## config.mk

```make
export PLATFORM = sky130hd
export DESIGN_NAME = twiddle_addr_seq
export DESIGN_NICKNAME = d
export VERILOG_FILES = /design/src/rtl/twiddle_addr_seq.sv
export SDC_FILE = /design/constraint.sdc
export NUM_CORES = 1
export LEC_CHECK = 0
export BUFFER_PORTS_ARGS = -buffer_cell sky130_fd_sc_hd__buf_2
export CAP_MARGIN = 30
export CORE_ASPECT_RATIO = 0.8
export CORE_UTILIZATION = 31
export CTS_BUF_LIST = sky130_fd_sc_hd__clkbuf_8 sky130_fd_sc_hd__clkbuf_16
export CTS_CLUSTER_SIZE = 28
export DETAILED_ROUTE_END_ITERATION = 8
export HOLD_SLACK_MARGIN = 0.06
export PLACE_DENSITY = 0.5
export REMOVE_ABC_BUFFERS = 1
export SKIP_CTS_REPAIR_TIMING = 1
export SYNTH_ARGS = -nofsm -noshare
export SYNTH_HDL_FRONTEND = slang
export SYNTH_SLANG_ARGS = --single-unit
```

## constraint.sdc

```tcl
create_clock -name CLK -period 2.87 [get_ports CLK]
set_clock_uncertainty 0.2 [all_clocks]
set_input_delay 0.1435 -clock CLK [delete_from_list [all_inputs] [get_ports CLK]]
set_output_delay 0.1435 -clock CLK [all_outputs]
set_load 0.02 [all_outputs]
```

## src/rtl/twiddle_addr_seq.sv

```systemverilog
// Address sequencer for the 64-point FFT twiddle ROM (8x8, row-major).
// After START and a DLY-cycle alignment delay it issues addresses 0..63, flagging w0 twiddles.
module twiddle_addr_seq #(
  parameter int unsigned DLY = 2
) (
  input  logic       CLK,
  input  logic       RST,
  input  logic       ED,
  input  logic       START,
  output logic [5:0] ADDR,
  output logic       TW_VLD,
  output logic       TRIV,
  output logic       BUSY,
  output logic       RDY
);

  typedef enum logic [1:0] {
    S_IDLE = 2'd0,
    S_WAIT = 2'd1,
    S_RUN  = 2'd2
  } state_t;

  localparam logic [3:0] LP_WLAST = (DLY > 0) ? 4'(DLY - 1) : 4'd0;

  state_t     r_state;
  state_t     w_state_nxt;
  logic [3:0] r_wcnt;
  logic [3:0] w_wcnt_nxt;
  logic [5:0] r_addr;
  logic [5:0] w_addr_nxt;
  logic       r_vld;
  logic       w_vld_nxt;
  logic       r_triv;
  logic       r_busy;
  logic       r_rdy;
  logic       w_rdy_nxt;
  logic       w_triv_nxt;

  always_comb begin
    w_state_nxt = r_state;
    w_wcnt_nxt  = r_wcnt;
    w_addr_nxt  = r_addr;
    w_vld_nxt   = r_vld;
    w_rdy_nxt   = 1'b0;

    unique case (r_state)
      S_WAIT: begin
        if (r_wcnt == LP_WLAST) begin
          w_state_nxt = S_RUN;
          w_addr_nxt  = '0;
          w_vld_nxt   = 1'b1;
        end else begin
          w_wcnt_nxt = r_wcnt + 4'd1;
        end
      end
      S_RUN: begin
        if (&r_addr) begin
          w_state_nxt = S_IDLE;
          w_addr_nxt  = '0;
          w_vld_nxt   = 1'b0;
          w_rdy_nxt   = 1'b1;
        end else begin
          w_addr_nxt = r_addr + 6'd1;
        end
      end
      default: ;
    endcase

    // START overrides the frame progression but keeps any RDY earned on the 63 edge.
    if (START) begin
      w_addr_nxt = '0;
      w_wcnt_nxt = '0;
      if (DLY == 0) begin
        w_state_nxt = S_RUN;
        w_vld_nxt   = 1'b1;
      end else begin
        w_state_nxt = S_WAIT;
        w_vld_nxt   = 1'b0;
      end
    end
  end

  assign w_triv_nxt = w_vld_nxt && ((w_addr_nxt[5:3] == 3'd0) || (w_addr_nxt[2:0] == 3'd0));

  always_ff @(posedge CLK) begin
    if (!RST) begin
      r_state <= S_IDLE;
      r_wcnt  <= '0;
      r_addr  <= '0;
      r_vld   <= 1'b0;
      r_triv  <= 1'b0;
      r_busy  <= 1'b0;
      r_rdy   <= 1'b0;
    end else if (ED) begin
      r_state <= w_state_nxt;
      r_wcnt  <= w_wcnt_nxt;
      r_addr  <= w_addr_nxt;
      r_vld   <= w_vld_nxt;
      r_triv  <= w_triv_nxt;
      r_busy  <= (w_state_nxt != S_IDLE);
      r_rdy   <= w_rdy_nxt;
    end
  end

  assign ADDR   = r_addr;
  assign TW_VLD = r_vld;
  assign TRIV   = r_triv;
  assign BUSY   = r_busy;
  assign RDY    = r_rdy;

endmodule
```

# Yosys cells after proc, flatten, opt, wreduce, memory -nomap -nowiden
# Cells that the tools add are included.
[classes]
add_sub_neg = 2
n_eq_ne = 4
n_mux = 17
n_reduce_logical = 8
[ops]
columns = ["cell", "count"]
rows = [
  ["6-bit 2-to-1 mux", 3],
  ["4-bit 2-to-1 mux", 3],
  ["6-bit case mux with 2 select lines", 1],
  ["6-bit by 1-bit adder with 6-bit output (second input constant)", 1],
  ["3-bit zero test", 2],
  ["2-bit 2-to-1 mux", 3],
  ["6-bit AND reduction", 1],
  ["1-bit 2-to-1 mux", 5],
  ["4-bit by 1-bit adder with 4-bit output (second input constant)", 1],
  ["4-bit by 1-bit equality test with 1-bit output (second input constant)", 1],
  ["2-bit case mux with 2 select lines", 1],
  ["2-bit nonzero test", 2],
  ["3-bit AND reduction", 1],
  ["2-bit by 1-bit equality test with 1-bit output (second input constant)", 1],
  ["2-bit equality test (second input constant)", 1],
  ["2-bit inequality test (second input constant)", 1],
  ["1-bit case mux with 2 select lines", 1],
  ["1-bit logical AND", 1],
  ["1-bit logical OR", 1],
]
[totals]
regBits = 16
inputBits = 4
out_inout_bits = 10
wordCells = 38

# Logic depth before layout (Yosys ltp)
[logic_depth]
ltp_word = 7
depth_mapped = 8

# Worst setup path after synthesis
# Ideal clock, no wire load.
[synth_timing]
path_kind = "flip-flop to flip-flop"
startpoint = "register r_state[0]"
endpoint = "register r_triv, in the netlist TRIV"
setup_ns = 0.074
arrival_time_ns = 1.999
setup_slack_ns = 0.597
stages_incl_launch_ff = 8
path_buffers = 0
period_less_slack_ns = 2.273
path_cell_list = "dfxtp_1 inv_1 ha_1 nor4b_1 nand2_1 a31oi_2 or4b_1 a31oi_1"
[synth_between]
elab_chain_len = 6
elab_cells_between_ends = 10
[synth_rtl]
columns = ["item", "line_no", "source"]
rows = [
  ["start, declared", "25", "state_t r_state;"],
  ["start signal, assigned", "95", "r_state <= w_state_nxt;"],
  ["2-bit equality test or 2-bit by 1-bit equality test with 1-bit output (tied branches)", "46", "unique case (r_state)"],
  ["6-bit case mux with 2 select lines", "46", ""],
  ["6-bit 2-to-1 mux", "70", "if (START) begin"],
  ["3-bit zero test", "83", "assign w_triv_nxt = w_vld_nxt && ((w_addr_nxt[5:3] == 3'd0) || (w_addr_nxt[2:0] == 3'd0));"],
  ["1-bit logical OR", "83", ""],
  ["1-bit logical AND *", "83", ""],
  ["end signal, assigned", "99", "r_triv <= w_triv_nxt;"],
  ["end, declared", "33", "logic r_triv;"],
]
# Every way passes the cells marked *; elsewhere a longest branch is shown, timed or not.
# A chain may end at the register's enable or synchronous reset.

# Final worst setup path
# Ends and elaborated chain as after synthesis.

==> flow_summary.yaml <==
placed_design:
  dp_hpwl_mm: 1.741
  gp_congestion: 0.7749
  io_buffer_count: 13
  dpl_cell_area_sq_mm: 0.001105
  dp.cells: 176
layout:
  nets: 151
  final_cell_area_sq_mm: 0.001156
  final_common_cell: "nor2_1"
  final_cells: 180
  final_cell_mix: "nor2_1, dfxtp_1, buf_2"
  layout-drive-gt1-share_pct: 15.71
  fill_cells: 327
  syn_to_final_growth_pct: 11.33
  num_antenna_cells: 0
worst_setup_path:
  crit_fanout: 8
  critPathArrivalTime_ps: 2490
  crit_chain: "inv_1 > ha_1 > nor4b_1 > nand2_1 > a31oi_2 > or4b_1 > a31oi_1"
  crit_start: "r_state[0]"
  reg2reg_from: "r_state[0]"
  end_kind: "register"
  cp.depth: 7
  r2r_slack_ps: 360
  start_kind: "register"
  slowest_delay_ps: 470
  crit_family: "simple AND/OR/NAND/NOR gates"
  r2r_cells: 7
  cp.required_ps: 2850
  crit_path_end: "TRIV"
  slowest_stage: "nor4b_1"
  worst-path-buf-inv: 1
  timing.rr.end: "TRIV"
  crit_type: "reg -> reg"
power_and_ir_drop:
  p_sw_share_pct: 24.43
  comb_power_share_pct: 9.7
  ir_drop_mv: 0.2910
  internal_power_uw: 331.6
  finalPower_uw: 438.8
  total_leakage_power_nw: 0.4245
  p_seq_share_pct: 51.5
  power_density_mw_per_mm2: 379.5
  netSwitchingPower_uw: 107.2
  p_clk_share_pct: 38.7
synth:
  yosys-top-cells-area: "dfxtp_1, nor2_1, ha_1"
  yosys_warnings: 0
  synth_area_sq_mm: 0.001038
  yosysUniqueCellTypes: 41
  yosys.area.top_type: "dfxtp_1"
  ys_ff_latch: 16
  avgSynthCellArea_sq_um: 8.050
  syn-instance-count: 129
  synth-async-reset-ratio_pct: 0
  synth_flop_cell: "dfxtp_1"
  synth-edff-count: 0
  yosysSeqAreaShare_pct: 30.84
  synth_top_area_share_pct: 30.84
timing:
  hold_viol_final: 0
  fin_tns_setup_ps: 0
  relSlewSlack_pct: 66.92
  setup_viol: 0
  fmax_ghz: 0.3980
  post-route-period-util_pct: 87.55
  period_needed_ps: 2513
  tightestPinTransition_ps: 489.3
  rsz0062_at_grt: "no"
  finalMaxSlewViolations: 0
  whs_ps: 98.67
cts:
  cts_made_buffers: 3
  cts_tree: "yes"
  clkSinkCount: 16
  clockBufferDepth: 2
  clk_pin_slew_ps: 60
  htree_levels: 1
  clock_latency_ps: 250
  clockRootBuffer: "clkbuf_8"
drt:
  wire_per_inst_um: 13.03
  antenna_left: 0
  totalWireLength_mm: 2.346
  via_per_inst: 5.394
  drt_pre_antenna_iters: 4
  drt_iter0_drc: 45
  num_vias: 971
  drc: 0
floorplan:
  start_util_pct: 33.17
  num_rows: 18
  boundaryPins: 14
  die-height_um: 53.77
  fp.coreArea_sq_mm: 0.003131
  dieArea_sq_mm: 0.003587
  die_x_um: 66.71
min_path:
  hp-class: "in -> reg"
grt:
  grt-ovfl-total: 0
  gr-usage-all-layers_pct: 14.92
  grt_pass1_wl_mm: 3.905
  grt_max_degree: 15
  antenna_found_initial: 0
  grt_pass1_vias: 803
flow_run:
  drv_cap: 0
status:
  status: "complete, no violations"
==> kinds of logic after synthesis <==
logic type,synth area share (%)
and+or+nand+nor,24.34
AOI/OAI and AO/OA,27.71
DFF,30.84
buffers and inverters,7.229
adders and majority gates,6.024
muxes,3.856
==> registers in the layout, indices dropped and copies added (netlist names) <==
register,cells
TRIV,1
ADDR,6
BUSY,1
r_state,2
r_wcnt,4
RDY,1
TW_VLD,1
==> power groups by stage <==
stage	combinational, mW	sequential (mW)	clock, mW
3_5_place_dp	0.0417	0.231	0
6_report	0.0427	0.226	0.170
4_1_cts	0.0418	0.226	0.179
3_3_place_gp	0.0416	0.231	0
2_1_floorplan	0.0255	0.232	0
5_1_grt	0.0475	0.226	0.186
==> synth_stat cells (all sizes together) (2+ instances only) <==
cell	n
nor2	18
nand2b	3
ha	5
clkbuf	4
o211ai	4
a21oi	12
nor2b	2
a31oi	6
o21a	2
nor3	3
buf	2
dfxtp	16
nand4	3
nand2	7
inv	7
nand3	2
mux2i	4
o21ai	10
==> worst min-delay path, cell delays in order <==
cell and delay (ps):
buf_2 200, a21oi_1 100, nor2_1 70
==> layout make-up <==
| type | count | area, sq um | share of cell area [%] |
|---|---|---|---|
| clock buffer | 3 | 41.29 | 3.571 |
| inverter | 7 | 26.28 | 2.273 |
| multi-input combinational | 100 | 643.1 | 55.63 |
| sequential | 16 | 320.3 | 27.71 |
| tap | 40 | 50.05 | 4.329 |
| timing repair buffer | 14 | 75.07 | 6.493 |
==> worst min path at each step <==
stage,start,endpoint,cells past startpoint
floorplan,RST,r_state[1],1
global placement,RST,r_state[1],2
detailed placement,RST,r_state[1],2
CTS,RST,r_state[1],2
global route,ED,ADDR[4],3
finish,START,r_state[0],3
==> per-layer routing <==
layer	GRT usage, %	wire (um)	vias to the layer above
li1	-	-	503
met1	22.39	1262	442
met2	20.20	934	22
met3	4.025	127	4
met4	4.610	21	0
met5	0	0	-
==> per-stage QoR <==
step                      util, %  worst slack, ps
after floorplan                 -            595.7
after global placement      35.29            485.6
after detailed placement    35.29            344.5
after CTS                   36.61            323.0
after global routing        36.93            142.5
final                       36.93            357.5
(Power assumes the default switching activity.)
